## src/rtl/qr_pkg.sv

```systemverilog
// Shared types and constants for the QR systolic datapath: mode encodings,
// feeder FSM states and the (x, y, mode) operand pair carried to a PE.
package qr_pkg;

    localparam int DATA_W = 12;

    localparam logic M_VECTORING = 1'b1;
    localparam logic M_ROTATION  = 1'b0;

    typedef enum logic {
        IDLE = 1'b0,
        WAIT = 1'b1
    } feeder_state_e;

    typedef struct packed {
        logic [DATA_W-1:0] real_x;
        logic [DATA_W-1:0] imag_x;
        logic [DATA_W-1:0] real_y;
        logic [DATA_W-1:0] imag_y;
        logic              mode;
    } pair_t;

endpackage

```

## src/rtl/pe_feeder_fifo.sv

```systemverilog
// Synchronous pair FIFO with show-ahead read data, full/empty flags and
// occupancy count. A write while full is taken only if a pop happens alongside.
module pe_feeder_fifo #(
    parameter int WIDTH = 49,
    parameter int DEPTH = 8
) (
    input  logic                     i_clk,
    input  logic                     i_rst,
    input  logic                     i_wr_en,
    input  logic [WIDTH-1:0]         i_wr_data,
    input  logic                     i_rd_en,
    output logic [WIDTH-1:0]         o_rd_data,
    output logic                     o_full,
    output logic                     o_empty,
    output logic [$clog2(DEPTH):0]   o_count
);
    localparam int AW = $clog2(DEPTH);

    logic [WIDTH-1:0] mem_q [DEPTH];
    logic [AW-1:0]    wr_ptr_q;
    logic [AW-1:0]    rd_ptr_q;
    logic [AW:0]      count_q;
    logic             do_wr;
    logic             do_rd;

    assign o_full    = (count_q == (AW + 1)'(DEPTH));
    assign o_empty   = (count_q == '0);
    assign o_count   = count_q;
    assign o_rd_data = mem_q[rd_ptr_q];
    assign do_rd     = i_rd_en && !o_empty;
    assign do_wr     = i_wr_en && (!o_full || do_rd);

    always_ff @(posedge i_clk) begin
        if (do_wr) begin
            mem_q[wr_ptr_q] <= i_wr_data;
        end
    end

    // DEPTH is a power of two, so the pointers wrap naturally.
    always_ff @(posedge i_clk) begin
        if (i_rst) begin
            wr_ptr_q <= '0;
            rd_ptr_q <= '0;
            count_q  <= '0;
        end else begin
            if (do_wr) wr_ptr_q <= wr_ptr_q + 1'b1;
            if (do_rd) rd_ptr_q <= rd_ptr_q + 1'b1;
            case ({do_wr, do_rd})
                2'b10:   count_q <= count_q + 1'b1;
                2'b01:   count_q <= count_q - 1'b1;
                default: count_q <= count_q;
            endcase
        end
    end

endmodule

```

## src/rtl/pe_feeder.sv

```systemverilog
// Pairs input beats into (x, y) operands, queues them and launches one PE
// operation at a time. Optional watchdog enabled by PE_FEEDER_TIMEOUT_EN.
module pe_feeder #(
    parameter int DATA_W     = qr_pkg::DATA_W,
    parameter int N_COL      = 4,
    parameter int FIFO_DEPTH = 8,
    parameter int TIMEOUT    = 64
) (
    input  logic              i_clk,
    input  logic              i_rst,
    input  logic              i_valid,
    input  logic [DATA_W-1:0] i_real,
    input  logic [DATA_W-1:0] i_imag,
    output logic              o_ready,
    output logic              o_trig,
    output logic [DATA_W-1:0] o_real_x,
    output logic [DATA_W-1:0] o_imag_x,
    output logic [DATA_W-1:0] o_real_y,
    output logic [DATA_W-1:0] o_imag_y,
    output logic              o_mode_x,
    output logic              o_mode_y,
    input  logic              i_finish,
    output logic              o_row_done,
    output logic              o_busy,
    output logic              o_err
);
    import qr_pkg::*;

    localparam int COL_W  = (N_COL > 1) ? $clog2(N_COL) : 1;
    localparam int PAIR_W = 4 * DATA_W + 1;
    localparam logic [COL_W-1:0] LAST_COL = COL_W'(N_COL - 1);

    feeder_state_e state_q, state_d;
    logic              half_q;
    logic [DATA_W-1:0] x_real_q, x_imag_q;
    logic [COL_W-1:0]  wr_col_q, launch_col_q;
    logic              trig_q, row_done_q, row_done_d, inflight_last_q;
    logic [DATA_W-1:0] real_x_q, imag_x_q, real_y_q, imag_y_q;
    logic              mode_q;
    logic              accept, launch, finish_ok, timeout_hit;
    logic              fifo_full, fifo_empty;
    logic [PAIR_W-1:0] fifo_wdata, fifo_rdata;
    logic [$clog2(FIFO_DEPTH):0] fifo_count;

    assign accept     = i_valid && !fifo_full;
    assign finish_ok  = i_finish && !trig_q;
    assign fifo_wdata = {x_real_q, x_imag_q, i_real, i_imag,
                         (wr_col_q == '0) ? M_VECTORING : M_ROTATION};

    pe_feeder_fifo #(
        .WIDTH (PAIR_W),
        .DEPTH (FIFO_DEPTH)
    ) u_fifo (
        .i_clk     (i_clk),
        .i_rst     (i_rst),
        .i_wr_en   (accept && half_q),
        .i_wr_data (fifo_wdata),
        .i_rd_en   (launch),
        .o_rd_data (fifo_rdata),
        .o_full    (fifo_full),
        .o_empty   (fifo_empty),
        .o_count   (fifo_count)
    );

    // First beat of a pair is held as x; the second completes the FIFO entry.
    always_ff @(posedge i_clk) begin
        if (i_rst) begin
            half_q   <= 1'b0;
            x_real_q <= '0;
            x_imag_q <= '0;
            wr_col_q <= '0;
        end else if (accept) begin
            half_q <= !half_q;
            if (!half_q) begin
                x_real_q <= i_real;
                x_imag_q <= i_imag;
            end else begin
                wr_col_q <= (wr_col_q == LAST_COL) ? '0 : wr_col_q + 1'b1;
            end
        end
    end

    always_comb begin
        state_d    = state_q;
        launch     = 1'b0;
        row_done_d = 1'b0;
        case (state_q)
            IDLE: begin
                if (!fifo_empty) begin
                    launch  = 1'b1;
                    state_d = WAIT;
                end
            end
            WAIT: begin
                if (finish_ok) begin
                    row_done_d = inflight_last_q;
                    if (!fifo_empty) launch  = 1'b1;
                    else             state_d = IDLE;
                end else if (timeout_hit) begin
                    state_d = IDLE;
                end
            end
            default: state_d = IDLE;
        endcase
    end

    // Launch order equals write order, so a separate column count tracks row ends.
    always_ff @(posedge i_clk) begin
        if (i_rst) begin
            state_q         <= IDLE;
            trig_q          <= 1'b0;
            row_done_q      <= 1'b0;
            real_x_q        <= '0;
            imag_x_q        <= '0;
            real_y_q        <= '0;
            imag_y_q        <= '0;
            mode_q          <= 1'b0;
            inflight_last_q <= 1'b0;
            launch_col_q    <= '0;
        end else begin
            state_q    <= state_d;
            trig_q     <= launch;
            row_done_q <= row_done_d;
            if (launch) begin
                {real_x_q, imag_x_q, real_y_q, imag_y_q, mode_q} <= fifo_rdata;
                inflight_last_q <= (launch_col_q == LAST_COL);
                launch_col_q    <= (launch_col_q == LAST_COL) ? '0 : launch_col_q + 1'b1;
            end
        end
    end

`ifdef PE_FEEDER_TIMEOUT_EN
    localparam int WD_W = $clog2(TIMEOUT + 1);
    logic [WD_W-1:0] wdog_q;
    logic            err_q;

    assign timeout_hit = (state_q == WAIT) && (wdog_q == WD_W'(TIMEOUT - 1));
    assign o_err       = err_q;

    always_ff @(posedge i_clk) begin
        if (i_rst) begin
            wdog_q <= '0;
            err_q  <= 1'b0;
        end else begin
            err_q <= timeout_hit && !finish_ok;
            if (launch)                wdog_q <= '0;
            else if (state_q == WAIT)  wdog_q <= wdog_q + 1'b1;
        end
    end
`else
    assign timeout_hit = 1'b0;
    assign o_err       = 1'b0;
`endif

    assign o_ready    = !fifo_full;
    assign o_trig     = trig_q;
    assign o_real_x   = real_x_q;
    assign o_imag_x   = imag_x_q;
    assign o_real_y   = real_y_q;
    assign o_imag_y   = imag_y_q;
    assign o_mode_x   = mode_q;
    assign o_mode_y   = mode_q;
    assign o_row_done = row_done_q;
    assign o_busy     = (state_q != IDLE) || (fifo_count != '0) || half_q;

endmodule

```

## config.mk

```make
export PLATFORM = sky130hd
export DESIGN_NAME = pe_feeder
export DESIGN_NICKNAME = d
export VERILOG_FILES = /design/src/rtl/qr_pkg.sv /design/src/rtl/pe_feeder_fifo.sv /design/src/rtl/pe_feeder.sv
export SDC_FILE = /design/constraint.sdc
export NUM_CORES = 1
export LEC_CHECK = 0
export ABC_AREA = 1
export CAP_MARGIN = 25
export CORE_UTILIZATION = 40
export DETAILED_ROUTE_END_ITERATION = 10
export DONT_BUFFER_PORTS = 1
export HOLD_SLACK_MARGIN = 0.05
export PLACE_DENSITY = 0.65
export SLEW_MARGIN = 20
export SYNTH_ARGS = -nofsm -noshare
export SYNTH_HDL_FRONTEND = slang
export SYNTH_HIERARCHICAL = 1
export SYNTH_SLANG_ARGS = --single-unit
```

## constraint.sdc

```tcl
create_clock -name i_clk -period 5 [get_ports i_clk]
set_clock_uncertainty 0.1 [all_clocks]
set_input_delay 0.5 -clock i_clk [delete_from_list [all_inputs] [get_ports i_clk]]
set_output_delay 0.5 -clock i_clk [all_outputs]
set_load 0.01 [all_outputs]
```

==> Implementation_results.wiki, run 1 <==
{| class="wikitable"
! Metric !! Value
|-
| Die footprint || 49300 µm²
|-
| Post-synthesis sequential area ratio || 70.6%
|-
| Worst-skew pair later-pin latency || 0.58 ns
|-
| Yosys warns || 6
|-
| Kind of capture point of the worst setup path || flop
|-
| Critical path data arrival time || 3.57 ns
|-
| Nets || 1617
|-
| RSZ-0062 raised after global routing || no
|-
| Core area || 47700 µm²
|-
| Pwr Density || 552 nW/µm²
|-
| PortBufs || 0
|-
| Overall die width || 222 µm
|-
| Fraction of the cycle the final worst path needs || 68.1%
|-
| Number of vias after detailed routing || 12000
|-
| Type of element launching the critical path || flop
|-
| Tightest hold margin || 0.0898 ns
|-
| Detailed-route DRC error count || 0
|-
| Pre-antenna DRT Iters || 7
|-
| Via count of the first global-routing pass || 12100
|-
| Antenna violations before repair || 10
|-
| Detail Route Antenna Nets || 0
|-
| Starting utilization of the core area || 40.6%
|-
| Final hold viol count || 0
|-
| Final total negative setup slack || 0 ns
|-
| Kind of critical path || reg -> reg
|-
| Number of buffers created by CTS || 49
|-
| Met2 global-route usage || 29.2%
|-
| CTS Buffer Depth || 3
|-
| Largest net degree at the start of global routing || 99
|-
| Fraction of layout cells with a size suffix above 1 || 8.32%
|-
| Wire length of the first global-routing pass || 70.2 mm
|-
| Cell area after technology mapping || 19400 µm²
|-
| Root buffer selected by CTS || sky130_fd_sc_hd__clkbuf_16
|-
| GRT overflow || 0
|-
| Syn_nets || 1612
|-
| Worst hold path class || in -> reg
|-
| Total of fill cells in the finished design || 4205
|-
| Number of cell rows || 80
|-
| Clock-pin slew on the worst setup and hold paths || 0.06 ns
|-
| Detail-routed via count per cell || 5.37
|-
| Static Leakage || 7.66 nW
|-
| Peak supply drop || 0.832 mV
|-
| I/O pin count || 83
|-
| Met3 Resource Use GR || 3.75%
|-
| Post-cts sizing count || 0
|-
| Measured slew at the worst slew-check pin || 0.953 ns
|-
| Final wirelength || 45.0 mm
|-
| Minimum period implied by the final worst setup slack || 3.41 ns
|-
| Storage cell area || 13700 µm²
|-
| Clock sink total || 487
|-
| Max frequency || 0.294 GHz
|-
| Max-cap violations || 0
|-
| Met1 routing resource usage after global routing || 25.4%
|-
| Post-DR wirelength/cell || 20.0 µm
|-
| Final weighted congestion of routability-driven global placement || 0.768
|-
| Final setup viols || 0
|-
| Level count of the clock H-tree || 2
|-
| #FFs+latches synth || 487
|-
| Slew Limit Fails || 0
|-
| GRT Util Overall || 18.5%
|-
| CTS tree || done
|-
| Area of the multi-input gates || 4810 µm²
|-
| Chip height || 222 µm
|-
| Maximum net fanout on the critical path || 28
|-
| Mapped Avg Cell Area || 12.3 µm²
|-
| Estimated wirelength of the detail-placed design || 24.9 mm
|-
| Result of the run || completed
|-
| Worst rel slew slack || 36.5%
|-
| Synthesized instance count || 1576
|-
| Area added between synthesis and finish || 13.0%
|-
| Violation count after the first detailed-routing iteration || 1183
|-
| GRT busiest layer || met2
|-
| Critical path data required time || 5.17 ns
|-
| Number of unique standard cell types used by synthesis || 33
|}
area by class of cell:
class / count / share of cell area [%]
clock inverters: 27 / 1.46
multi-input cells: 910 / 22.0
well taps: 615 / 3.52
inverters: 80 / 1.39
flip-flops and latches: 487 / 62.5
diodes: 6 / 0.0686
repair buffers: 53 / 2.84
clock buffers: 65 / 6.21
Yosys cell counts:
cell type                  count  area, µm²
sky130_fd_sc_hd__inv_2         4       15.0
sky130_fd_sc_hd__xor2_1        1       8.76
sky130_fd_sc_hd__nand3_1      63        315
sky130_fd_sc_hd__ha_1          7       87.6
sky130_fd_sc_hd__o21ai_1       2       10.0
sky130_fd_sc_hd__conb_1        1       3.75
sky130_fd_sc_hd__edfxtp_1    392      11800
sky130_fd_sc_hd__nor2_1      203        762
sky130_fd_sc_hd__a21oi_4       1       16.3
sky130_fd_sc_hd__buf_2        37        185
sky130_fd_sc_hd__inv_1        74        278
sky130_fd_sc_hd__or2_2         1       6.26
sky130_fd_sc_hd__o21ai_0     101        505
sky130_fd_sc_hd__mux2i_1      98        981
sky130_fd_sc_hd__buf_1         4       15.0
sky130_fd_sc_hd__nand3_2       1       10.0
sky130_fd_sc_hd__buf_4        10       75.1
sky130_fd_sc_hd__nand2_4       1       11.3
sky130_fd_sc_hd__inv_6         1       8.76
sky130_fd_sc_hd__nor2_2       18        113
sky130_fd_sc_hd__buf_6        12        135
sky130_fd_sc_hd__fa_1          1       20.0
sky130_fd_sc_hd__clkinv_1      1       3.75
sky130_fd_sc_hd__buf_8         3       45.0
sky130_fd_sc_hd__nand2_2       1       6.26
sky130_fd_sc_hd__a21oi_1      37        185
sky130_fd_sc_hd__o22ai_1      98        613
sky130_fd_sc_hd__clkbuf_1     30        113
sky130_fd_sc_hd__nand4_1      26        163
sky130_fd_sc_hd__nand2_1     247        927
sky130_fd_sc_hd__nor3_1        2       10.0
sky130_fd_sc_hd__dfxtp_1      95       1900
sky130_fd_sc_hd__buf_12        3       60.1
power by group:
part           switching [W]  total [W]  internal [W]
clock                0.00152    0.00379       0.00228
sequential          0.000506    0.00527       0.00476
combinational        0.00199    0.00301       0.00103
metrics by stage:
step                      instance area [µm²]  setup slack [ns]  total power (W)  std cells  utilization, %
after floorplan                         19400             0.979          0.00764       1576               -
after global placement                  19800              1.72          0.00820       2107            41.4
after detailed placement                19800              1.63          0.00828       2109            41.5
after CTS                               21900              1.61           0.0121       2236            45.8
after global routing                    21900              1.34           0.0128       2241            45.8
final                                   21900              1.59           0.0121       2243            45.8
worst max-delay path, cell delays in order (launching register included):
cell,delay [ns]
sky130_fd_sc_hd__dfxtp_1,0.40
sky130_fd_sc_hd__nor2_1,0.10
sky130_fd_sc_hd__nand3_1,0.09
sky130_fd_sc_hd__inv_1,0.05
sky130_fd_sc_hd__inv_2,0.04
sky130_fd_sc_hd__buf_4,0.31
sky130_fd_sc_hd__nand3_1,0.23
sky130_fd_sc_hd__inv_1,0.16
sky130_fd_sc_hd__nand2_1,0.14
sky130_fd_sc_hd__inv_1,0.11
sky130_fd_sc_hd__nand2_1,0.25
sky130_fd_sc_hd__nor2_4,0.77
sky130_fd_sc_hd__buf_12,0.30
repair_timing:
item	4_1_cts	5_1_grt
setup buffers	0	0
endpoints found under the hold margin	221	0
endpoints found under the setup margin	0	0
hold buffers	35	0
layer usage:
layer / wire length (µm) / share of wire, %
met1: 19800 / 44
met2: 20700 / 46
met3: 3200 / 7.1
met4: 1200 / 2.7
met5: 46 / 0.10
sequential cells by signal, summed over array words and instances, names as in the netlist, named ones only:
name and count:
u_fifo/o_count 4, launch_col_q 2, o_trig 1, u_fifo/rd_ptr_q 3, o_real_y 12, x_real_q 12, x_imag_q 12, u_fifo/mem_q 392
o_imag_x 12, u_fifo/wr_ptr_q 3, o_mode_x 1, o_real_x 12, half_q 1, o_row_done 1, o_imag_y 12, wr_col_q 2
inflight_last_q 1, state_q 1
worst paths after layout:
path                           from                 end  slack, ns  cells past startpoint
hold reg to reg     inflight_last_q          o_row_done       0.37                      2
hold / removal                i_rst   u_fifo/o_count[2]       0.09                      3
setup reg to reg  u_fifo/o_count[0]  u_fifo/mem_q[4][4]       1.59                     12
setup / recovery  u_fifo/o_count[0]  u_fifo/mem_q[4][4]       1.59                     12
cells in the final DEF (no fill, tap or decap), types with 26 or more instances in the layout:
cell	synthesis	layout
sky130_fd_sc_hd__a21oi_1	37	37
sky130_fd_sc_hd__clkbuf_16	0	51
sky130_fd_sc_hd__dfxtp_1	95	92
sky130_fd_sc_hd__dlygate4sd3_1	0	34
sky130_fd_sc_hd__edfxtp_1	392	392
sky130_fd_sc_hd__inv_1	74	73
sky130_fd_sc_hd__mux2i_1	98	98
sky130_fd_sc_hd__nand2_1	247	247
sky130_fd_sc_hd__nand3_1	63	63
sky130_fd_sc_hd__nand4_1	26	26
sky130_fd_sc_hd__nor2_1	203	195
sky130_fd_sc_hd__o21ai_0	101	101
sky130_fd_sc_hd__o22ai_1	98	98
cells by family (layout without fill, tap and decap cells):
kind of cell	Yosys count	count (layout)	share of synthesized area [%]
other	1	7	0.0194
flip-flops	487	487	70.6
AND/OR/NAND/NOR	563	563	12.0
adder cells (fa/ha/maj)	8	8	0.556
XOR/XNOR	1	1	0.0452
buffers and inverters	179	225	4.82
AO/OA/AOI/OAI	239	239	6.87
multiplexers	98	98	5.07
Note: power is estimated with default switching activity, not from simulation.
==> inputs of run 2 (changes only) <==
clock period = 3.5 ns   (was 5 ns; I/O delays follow)
==> run 2 against run 1 <==
  * Global-route usage shrank 0.45 points
  * Critical path depth shrank 4
  * First-iteration DRC count shrank 16%
  * Routed wire length shrank 0.85%
  * Non-clock buffer count grew 11
  * Die area is the same
  * Setup slack lost 1.2 ns
  * Total power grew 40%
  * Register-to-register slack lost 1.2 ns
  * Core utilization is essentially flat
  * Largest cell class unchanged
==> Implementation_results.wiki, run 2 (same netlist as run 1, synthesis figures left out) <==
{| class="wikitable"
! Metric !! Value
|-
| Register bank with the most flops || u_fifo/mem_q
|-
| Final setup viols || 0 (unchanged)
|-
| Largest net degree at the start of global routing || 134 (+35%)
|-
| Fraction of the cycle the final worst path needs || 90.1%
|-
| End of the critical path || u_fifo/mem_q[4][20]
|-
| Critical path data arrival time || 3.29 ns (-0.28 ns)
|-
| Non-filler cells in the finished layout || 2250 (+0.31%)
|-
| Nets || 1628 (+0.68%)
|-
| Core area || 47700 µm² (unchanged)
|-
| Static Leakage || 7.68 nW (+0.20%)
|-
| Final hold viol count || 0 (unchanged)
|-
| Storage cell area || 13700 µm² (unchanged)
|-
| Kind of critical path || in -> reg
|-
| PortBufs || 0 (unchanged)
|-
| Largest register FFs || 392 (unchanged)
|-
| Peak supply drop || 0.518 mV (-38%)
|-
| Worst flop-to-flop path startpoint || u_fifo/o_count[0]
|-
| GRT Util Overall || 18.1% (-0.45 points)
|-
| Number of buffers created by CTS || 49 (unchanged)
|-
| Estimated wirelength of the detail-placed design || 24.7 mm (-0.78%)
|-
| Via count of the first global-routing pass || 11600 (-4.2%)
|-
| Result of the run || completed
|-
| Detail-routed via count per cell || 5.33 (-0.66%)
|-
| Number of buffers inserted for hold repair after clock tree synthesis || 36 (+2.9%)
|-
| Measured slew at the worst slew-check pin || 0.928 ns (-0.0244 ns)
|-
| Minimum period implied by the final worst setup slack || 3.15 ns
|-
| Area of the multi-input gates || 4810 µm² (unchanged)
|-
| Number of cell rows || 80 (unchanged)
|-
| Clock sink total || 487 (unchanged)
|-
| Placed instance count || 2119 (+0.47%)
|-
| Overall die width || 222 µm (unchanged)
|-
| Area post-placement || 19900 µm² (+0.38%)
|-
| GRT overflow || 0 (unchanged)
|-
| Total of fill cells in the finished design || 4126 (-1.9%)
|-
| Worst r2r dst || u_fifo/o_count[3]
|-
| Pwr Density || 774 nW/µm² (+40%)
|-
| Critical path data required time || 3.64 ns (-1.53 ns)
|-
| Commonest cells after routing, fill and taps aside || sky130_fd_sc_hd__edfxtp_1 (392), sky130_fd_sc_hd__nand2_1 (247), sky130_fd_sc_hd__nor2_1 (195)
|-
| RSZ-0062 raised after global routing || no
|-
| Final total negative setup slack || 0 ns (unchanged)
|-
| Max frequency || 0.317 GHz
|-
| Starting utilization of the core area || 40.6% (unchanged)
|-
| Wire length of the first global-routing pass || 68.6 mm (-2.2%)
|-
| Post-placement worst setup slack || 0.512 ns (-1.12 ns)
|-
| Number of vias after detailed routing || 12000 (-0.35%)
|-
| Commonest non-fill, non-tap cell in the layout || sky130_fd_sc_hd__edfxtp_1
|-
| I/O pin count || 83 (unchanged)
|-
| Type of element launching the critical path || primary input
|-
| Post-DR wirelength/cell || 19.8 µm (-1.2%)
|-
| Startpoint of the tightest hold check path || i_rst
|-
| Min setup slack post-route || 0.347 ns (-1.25 ns)
|-
| Maximum net fanout on the critical path || 23 (-18%)
|-
| Die footprint || 49300 µm² (unchanged)
|-
| Fraction of layout cells with a size suffix above 1 || 8.65% (+0.33 points)
|-
| Violation count after the first detailed-routing iteration || 991 (-16%)
|-
| Antenna violations before repair || 9 (-1)
|-
| Worst-skew pair later-pin latency || 0.56 ns (-0.02 ns)
|-
| Detailed-route DRC error count || 0 (unchanged)
|-
| Level count of the clock H-tree || 2 (unchanged)
|-
| Minimum setup slack among reg-to-reg paths || 0.41 ns (-1.18 ns)
|-
| Pre-antenna DRT Iters || 5 (-2)
|-
| Root buffer selected by CTS || sky130_fd_sc_hd__clkbuf_16
|-
| Cell count of the worst reg-to-reg path || 14 (+2)
|-
| Worst hold path class || in -> reg
|-
| Detail Route Antenna Nets || 0 (unchanged)
|-
| Kind of capture point of the worst setup path || flop
|-
| Cell area after layout || 21900 µm² (about the same)
|-
| Chip height || 222 µm (unchanged)
|-
| Number of setup buffers added after CTS || 0 (unchanged)
|-
| Slew Limit Fails || 0 (unchanged)
|-
| CTS Buffer Depth || 3 (unchanged)
|-
| Worst rel slew slack || 38.1% (+1.6 points)
|-
| Clock-pin slew on the worst setup and hold paths || 0.06 ns (about the same)
|-
| Post-cts sizing count || 0 (unchanged)
|-
| Critical Path Start || i_valid
|-
| CTS tree || done
|-
| Area added between synthesis and finish || 12.9% (about the same)
|-
| Final wirelength || 44.6 mm (-0.85%)
|-
| Final weighted congestion of routability-driven global placement || 0.764 (-0.55%)
|-
| Max-cap violations || 0 (unchanged)
|}
-- run 2: cell count changes in the layout (fill, tap and decap cells not counted), moves of 4 or more --
cell / change
sky130_fd_sc_hd__bufinv_16: -6
sky130_fd_sc_hd__clkinv_2: -6
sky130_fd_sc_hd__buf_4: +10
sky130_fd_sc_hd__clkbuf_8: +4
-- run 2: final cells by class --
| cell class | count | share of cell area, % |
|---|---|---|
| well taps | 615 | 3.52 |
| flip-flops and latches | 487 | 62.6 |
| clock buffers | 71 | 6.60 |
| clock inverters | 18 | 0.612 |
| multi-input cells | 910 | 22.0 |
| diodes | 5 | 0.0572 |
| inverters | 80 | 1.40 |
| repair buffers | 64 | 3.23 |
-- run 2: how the worst min path moves through the flow --
stage          depth (start not counted)  slack [ns]                end
3_3_place_gp                           1        0.34  u_fifo/o_count[0]
5_1_grt                                3        0.28        x_imag_q[3]
3_5_place_dp                           1        0.34  u_fifo/o_count[0]
4_1_cts                                3        0.22        x_imag_q[7]
6_report                               3        0.25        o_imag_x[3]
2_1_floorplan                          1        0.32  u_fifo/o_count[0]
-- run 2: per-layer routing --
metal / GRT usage [%] / routed length [µm]
met1: 24.7 / 20100
met2: 29.5 / 21000
met3: 3.55 / 2720
met4: 4.44 / 635
met5: 0 / 49
-- run 2: where the power goes --
group	switching, W	total (W)	internal, W
Sequential	0.000599	0.00740	0.00680
Combinational	0.00296	0.00444	0.00148
Clock	0.00213	0.00508	0.00294
-- run 2: stage by stage --
stage	hold WS [ns]	utilization, %	power, W
global route	0.279	45.8	0.0178
finish	0.252	45.8	0.0169
global placement	0.336	41.7	0.0118
detailed placement	0.335	41.7	0.0119
CTS	0.222	45.7	0.0170
floorplan	0.319	-	0.0109
-- run 2: worst max-delay path, cell delays in order --
cell                            delay (ns)
sky130_fd_sc_hd__dlygate4sd3_1        1.10
sky130_fd_sc_hd__nand3_1              0.29
sky130_fd_sc_hd__inv_1                0.18
sky130_fd_sc_hd__nand2_1              0.14
sky130_fd_sc_hd__inv_1                0.09
sky130_fd_sc_hd__nand2_1              0.24
sky130_fd_sc_hd__nor2_4               0.52
sky130_fd_sc_hd__buf_4                0.35
==> inputs of run 3 (changes only) <==
CORE_UTILIZATION = 57   (was 40)
PLACE_DENSITY = 0.86   (was 0.65)
clock period = 2.85 ns   (was 3.5 ns; I/O delays follow)
==> run 3 against run 2 <==
  * Non-clock buffer count grew 15
  * Clock power increased by 18%
  * Cell count decreased by 7.1%
  * Sequential power grew 22%
  * Combinational power increased by 29%
  * Total power is 23% higher
  * Final area decreased by 0.72%
  * First-iteration DRC count rose by 81%
  * Sequential share of layout area up 0.45 points
  * Critical endpoint is now u_fifo/o_count[3]
  * Largest power group unchanged
==> Implementation_results.wiki, run 3 (same netlist as run 1, synthesis figures left out) <==
{| class="wikitable"
! Metric !! Value
|-
| Result of the run || completed
|-
| Antenna violations before repair || 1 (-8)
|-
| Minimum setup slack among reg-to-reg paths || 0.29 ns (-0.12 ns)
|-
| Starting utilization of the core area || 57.9% (+17 points)
|-
| Storage cell area || 13700 µm² (unchanged)
|-
| Worst flop-to-flop path startpoint || u_fifo/o_count[2]
|-
| Core area || 33400 µm² (-30%)
|-
| Final Total Pwr || 0.0208 W (+23%)
|-
| Chip height || 186 µm (-16%)
|-
| Minimum period implied by the final worst setup slack || 2.56 ns
|-
| Area of the multi-input gates || 4820 µm² (about the same)
|-
| Type of element launching the critical path || flop
|-
| Fraction of layout cells with a size suffix above 1 || 8.96% (+0.31 points)
|-
| CTS tree || done
|-
| Area post-placement || 19800 µm² (-0.40%)
|-
| RSZ-0062 raised after global routing || no
|-
| Longest individual stage delay on the worst path || 0.39 ns (-0.71 ns)
|-
| Nets || 1640 (+0.74%)
|-
| Commonest cells after routing, fill and taps aside || sky130_fd_sc_hd__edfxtp_1 (392), sky130_fd_sc_hd__nand2_1 (247), sky130_fd_sc_hd__nor2_1 (194)
|-
| Number of cell rows || 67 (-16%)
|-
| Critical path data arrival time || 2.89 ns (-0.40 ns)
|-
| Post-placement worst setup slack || 0.356 ns (-0.156 ns)
|-
| Largest net degree at the start of global routing || 73 (-46%)
|-
| Wire length of the first global-routing pass || 71.2 mm (+3.8%)
|-
| Die footprint || 34700 µm² (-30%)
|-
| Final weighted congestion of routability-driven global placement || 0.804 (+5.2%)
|-
| Stages on the worst setup path || 16 (+8)
|-
| Kind of capture point of the worst setup path || flop
|-
| Cell area after layout || 21700 µm² (-0.72%)
|-
| Number of buffers and inverters on the critical path || 6 (+2)
|-
| Static Leakage || 7.68 nW (about the same)
|-
| Post-DR wirelength/cell || 22.2 µm (+12%)
|-
| Largest register FFs || 392 (unchanged)
|-
| GRT overflow || 0 (unchanged)
|-
| Worst rel slew slack || 49.9% (+12 points)
|-
| Top delay family on crit path || simple AND/OR/NAND/NOR gates
|-
| Number of setup buffers added after CTS || 0 (unchanged)
|-
| Critical path data required time || 3.19 ns (-0.45 ns)
|-
| Estimated wirelength of the detail-placed design || 25.0 mm (+1.0%)
|-
| Kind of critical path || reg -> reg
|-
| Detail Route Antenna Nets || 0 (unchanged)
|-
| Number of vias after detailed routing || 12800 (+6.8%)
|-
| Pwr Density || 957 nW/µm² (+24%)
|-
| Cell count of the worst reg-to-reg path || 16 (+2)
|-
| Measured slew at the worst slew-check pin || 0.752 ns (-0.177 ns)
|-
| Worst hold path class || in -> reg
|-
| Maximum net fanout on the critical path || 5 (-78%)
|-
| Worst r2r dst || u_fifo/o_count[3]
|-
| Area added between synthesis and finish || 12.1%
|-
| Max-cap violations || 0 (unchanged)
|-
| Final setup viols || 0 (unchanged)
|-
| Total of fill cells in the finished design || 2163 (-48%)
|-
| Pre-antenna DRT Iters || 6 (+1)
|-
| Startpoint of the tightest hold check path || i_rst
|-
| Max frequency || 0.391 GHz
|-
| Detailed-route DRC error count || 0 (unchanged)
|-
| CTS Buffer Depth || 3 (unchanged)
|-
| Peak supply drop || 0.782 mV (+51%)
|-
| Root buffer selected by CTS || sky130_fd_sc_hd__clkbuf_16
|-
| Commonest non-fill, non-tap cell in the layout || sky130_fd_sc_hd__edfxtp_1
|-
| Register bank with the most flops || u_fifo/mem_q
|-
| PortBufs || 0 (unchanged)
|-
| Crit-path slowest cell || sky130_fd_sc_hd__dfxtp_1
|-
| GRT Util Overall || 26.6% (+8.6 points)
|-
| Ordered list of cells on the worst path || inv_1 > nand3_1 > inv_1 > inv_2 > nand3_1 > inv_1 > inv_1 > nand3_1 > inv_1 > ha_1 > a21oi_1 > nand3_1 > nand2_1 > nand3_1 > nand2_1 > nor2_1
|-
| Via count of the first global-routing pass || 12900 (+12%)
|-
| I/O pin count || 83 (unchanged)
|-
| Level count of the clock H-tree || 2 (unchanged)
|-
| Worst Hold Path Cells || 3 (unchanged)
|-
| Number of buffers created by CTS || 46 (-6.1%)
|-
| Detail-routed via count per cell || 6.13 (+15%)
|-
| Final hold viol count || 0 (unchanged)
|-
| Hold endpoint || launch_col_q[1]
|-
| Clock-pin slew on the worst setup and hold paths || 0.06 ns (about the same)
|-
| Min setup slack post-route || 0.292 ns (-0.0552 ns)
|-
| Worst-skew pair later-pin latency || 0.56 ns (about the same)
|-
| Final wirelength || 46.4 mm (+4.0%)
|-
| Slew Limit Fails || 0 (unchanged)
|-
| Overall die width || 186 µm (-16%)
|-
| Violation count after the first detailed-routing iteration || 1794 (+81%)
|-
| Clock sink total || 487 (unchanged)
|-
| Fraction of the cycle the final worst path needs || 89.7%
|}
## run 3: power by group
| group | total [W] | internal, W | leakage, nW | switching (W) |
|---|---|---|---|---|
| registers | 0.00904 | 0.00835 | 4.36 | 0.000694 |
| logic | 0.00574 | 0.00190 | 2.61 | 0.00384 |
| clock network | 0.00598 | 0.00338 | 0.719 | 0.00261 |
| total | 0.0208 | 0.0136 | 7.68 | 0.00714 |
## run 3: metrics by stage
stage / setup TNS (ns) / instances / util [%] / hold slack (ns)
detailed placement: 0 / 1961 / 59.2 / 0.266
floorplan: -117.48 / 1576 / - / 0.254
global route: 0 / 2089 / 64.9 / 0.120
global placement: 0 / 1961 / 59.2 / 0.263
CTS: 0 / 2088 / 64.9 / 0.0774
finish: 0 / 2090 / 64.9 / 0.0971
## run 3: cell type report
| cell class | count | share of cell area, % |
|---|---|---|
| Sequential cell | 487 | 63.0 |
| Multi-Input combinational cell | 910 | 22.2 |
| Clock buffer | 58 | 5.74 |
| Timing Repair Buffer | 79 | 4.02 |
| Tap cell | 448 | 2.58 |
| Inverter | 80 | 1.41 |
| Clock inverter | 26 | 1.01 |
| Antenna cell | 2 | 0.0231 |
## run 3: routing by layer
| metal | up-vias | part of all wire (%) | global-route usage, % |
|---|---|---|---|
| li1 | 5643 | - | - |
| met4 | 0 | 3.8 | 12.8 |
| met3 | 147 | 11 | 5.10 |
| met2 | 911 | 49 | 44.5 |
| met1 | 6117 | 36 | 33.5 |
| met5 | - | 0 | 0 |
## run 3: worst min-delay path: stages
cell and delay (ns):
sky130_fd_sc_hd__inv_2 0.22, sky130_fd_sc_hd__nand2_1 0.15, sky130_fd_sc_hd__nor2_1 0.04
## run 3: worst max-delay path by stage
stage	slack [ns]	start	end
2_1_floorplan	-0.40	u_fifo/o_count[0]	u_fifo/mem_q[4][0]
3_3_place_gp	0.47	u_fifo/o_count[2]	u_fifo/mem_q[0][12]
3_5_place_dp	0.36	u_fifo/o_count[1]	u_fifo/o_count[3]
4_1_cts	0.25	i_valid	u_fifo/mem_q[4][19]
5_1_grt	0.02	u_fifo/o_count[1]	u_fifo/o_count[3]
6_report	0.29	u_fifo/o_count[2]	u_fifo/o_count[3]
## run 3: what timing repair did
action,in CTS,in global routing
gates resized for setup,0,2
endpoints found under the setup margin,0,1
endpoints found under the hold margin,234,0
hold buffers,43,0
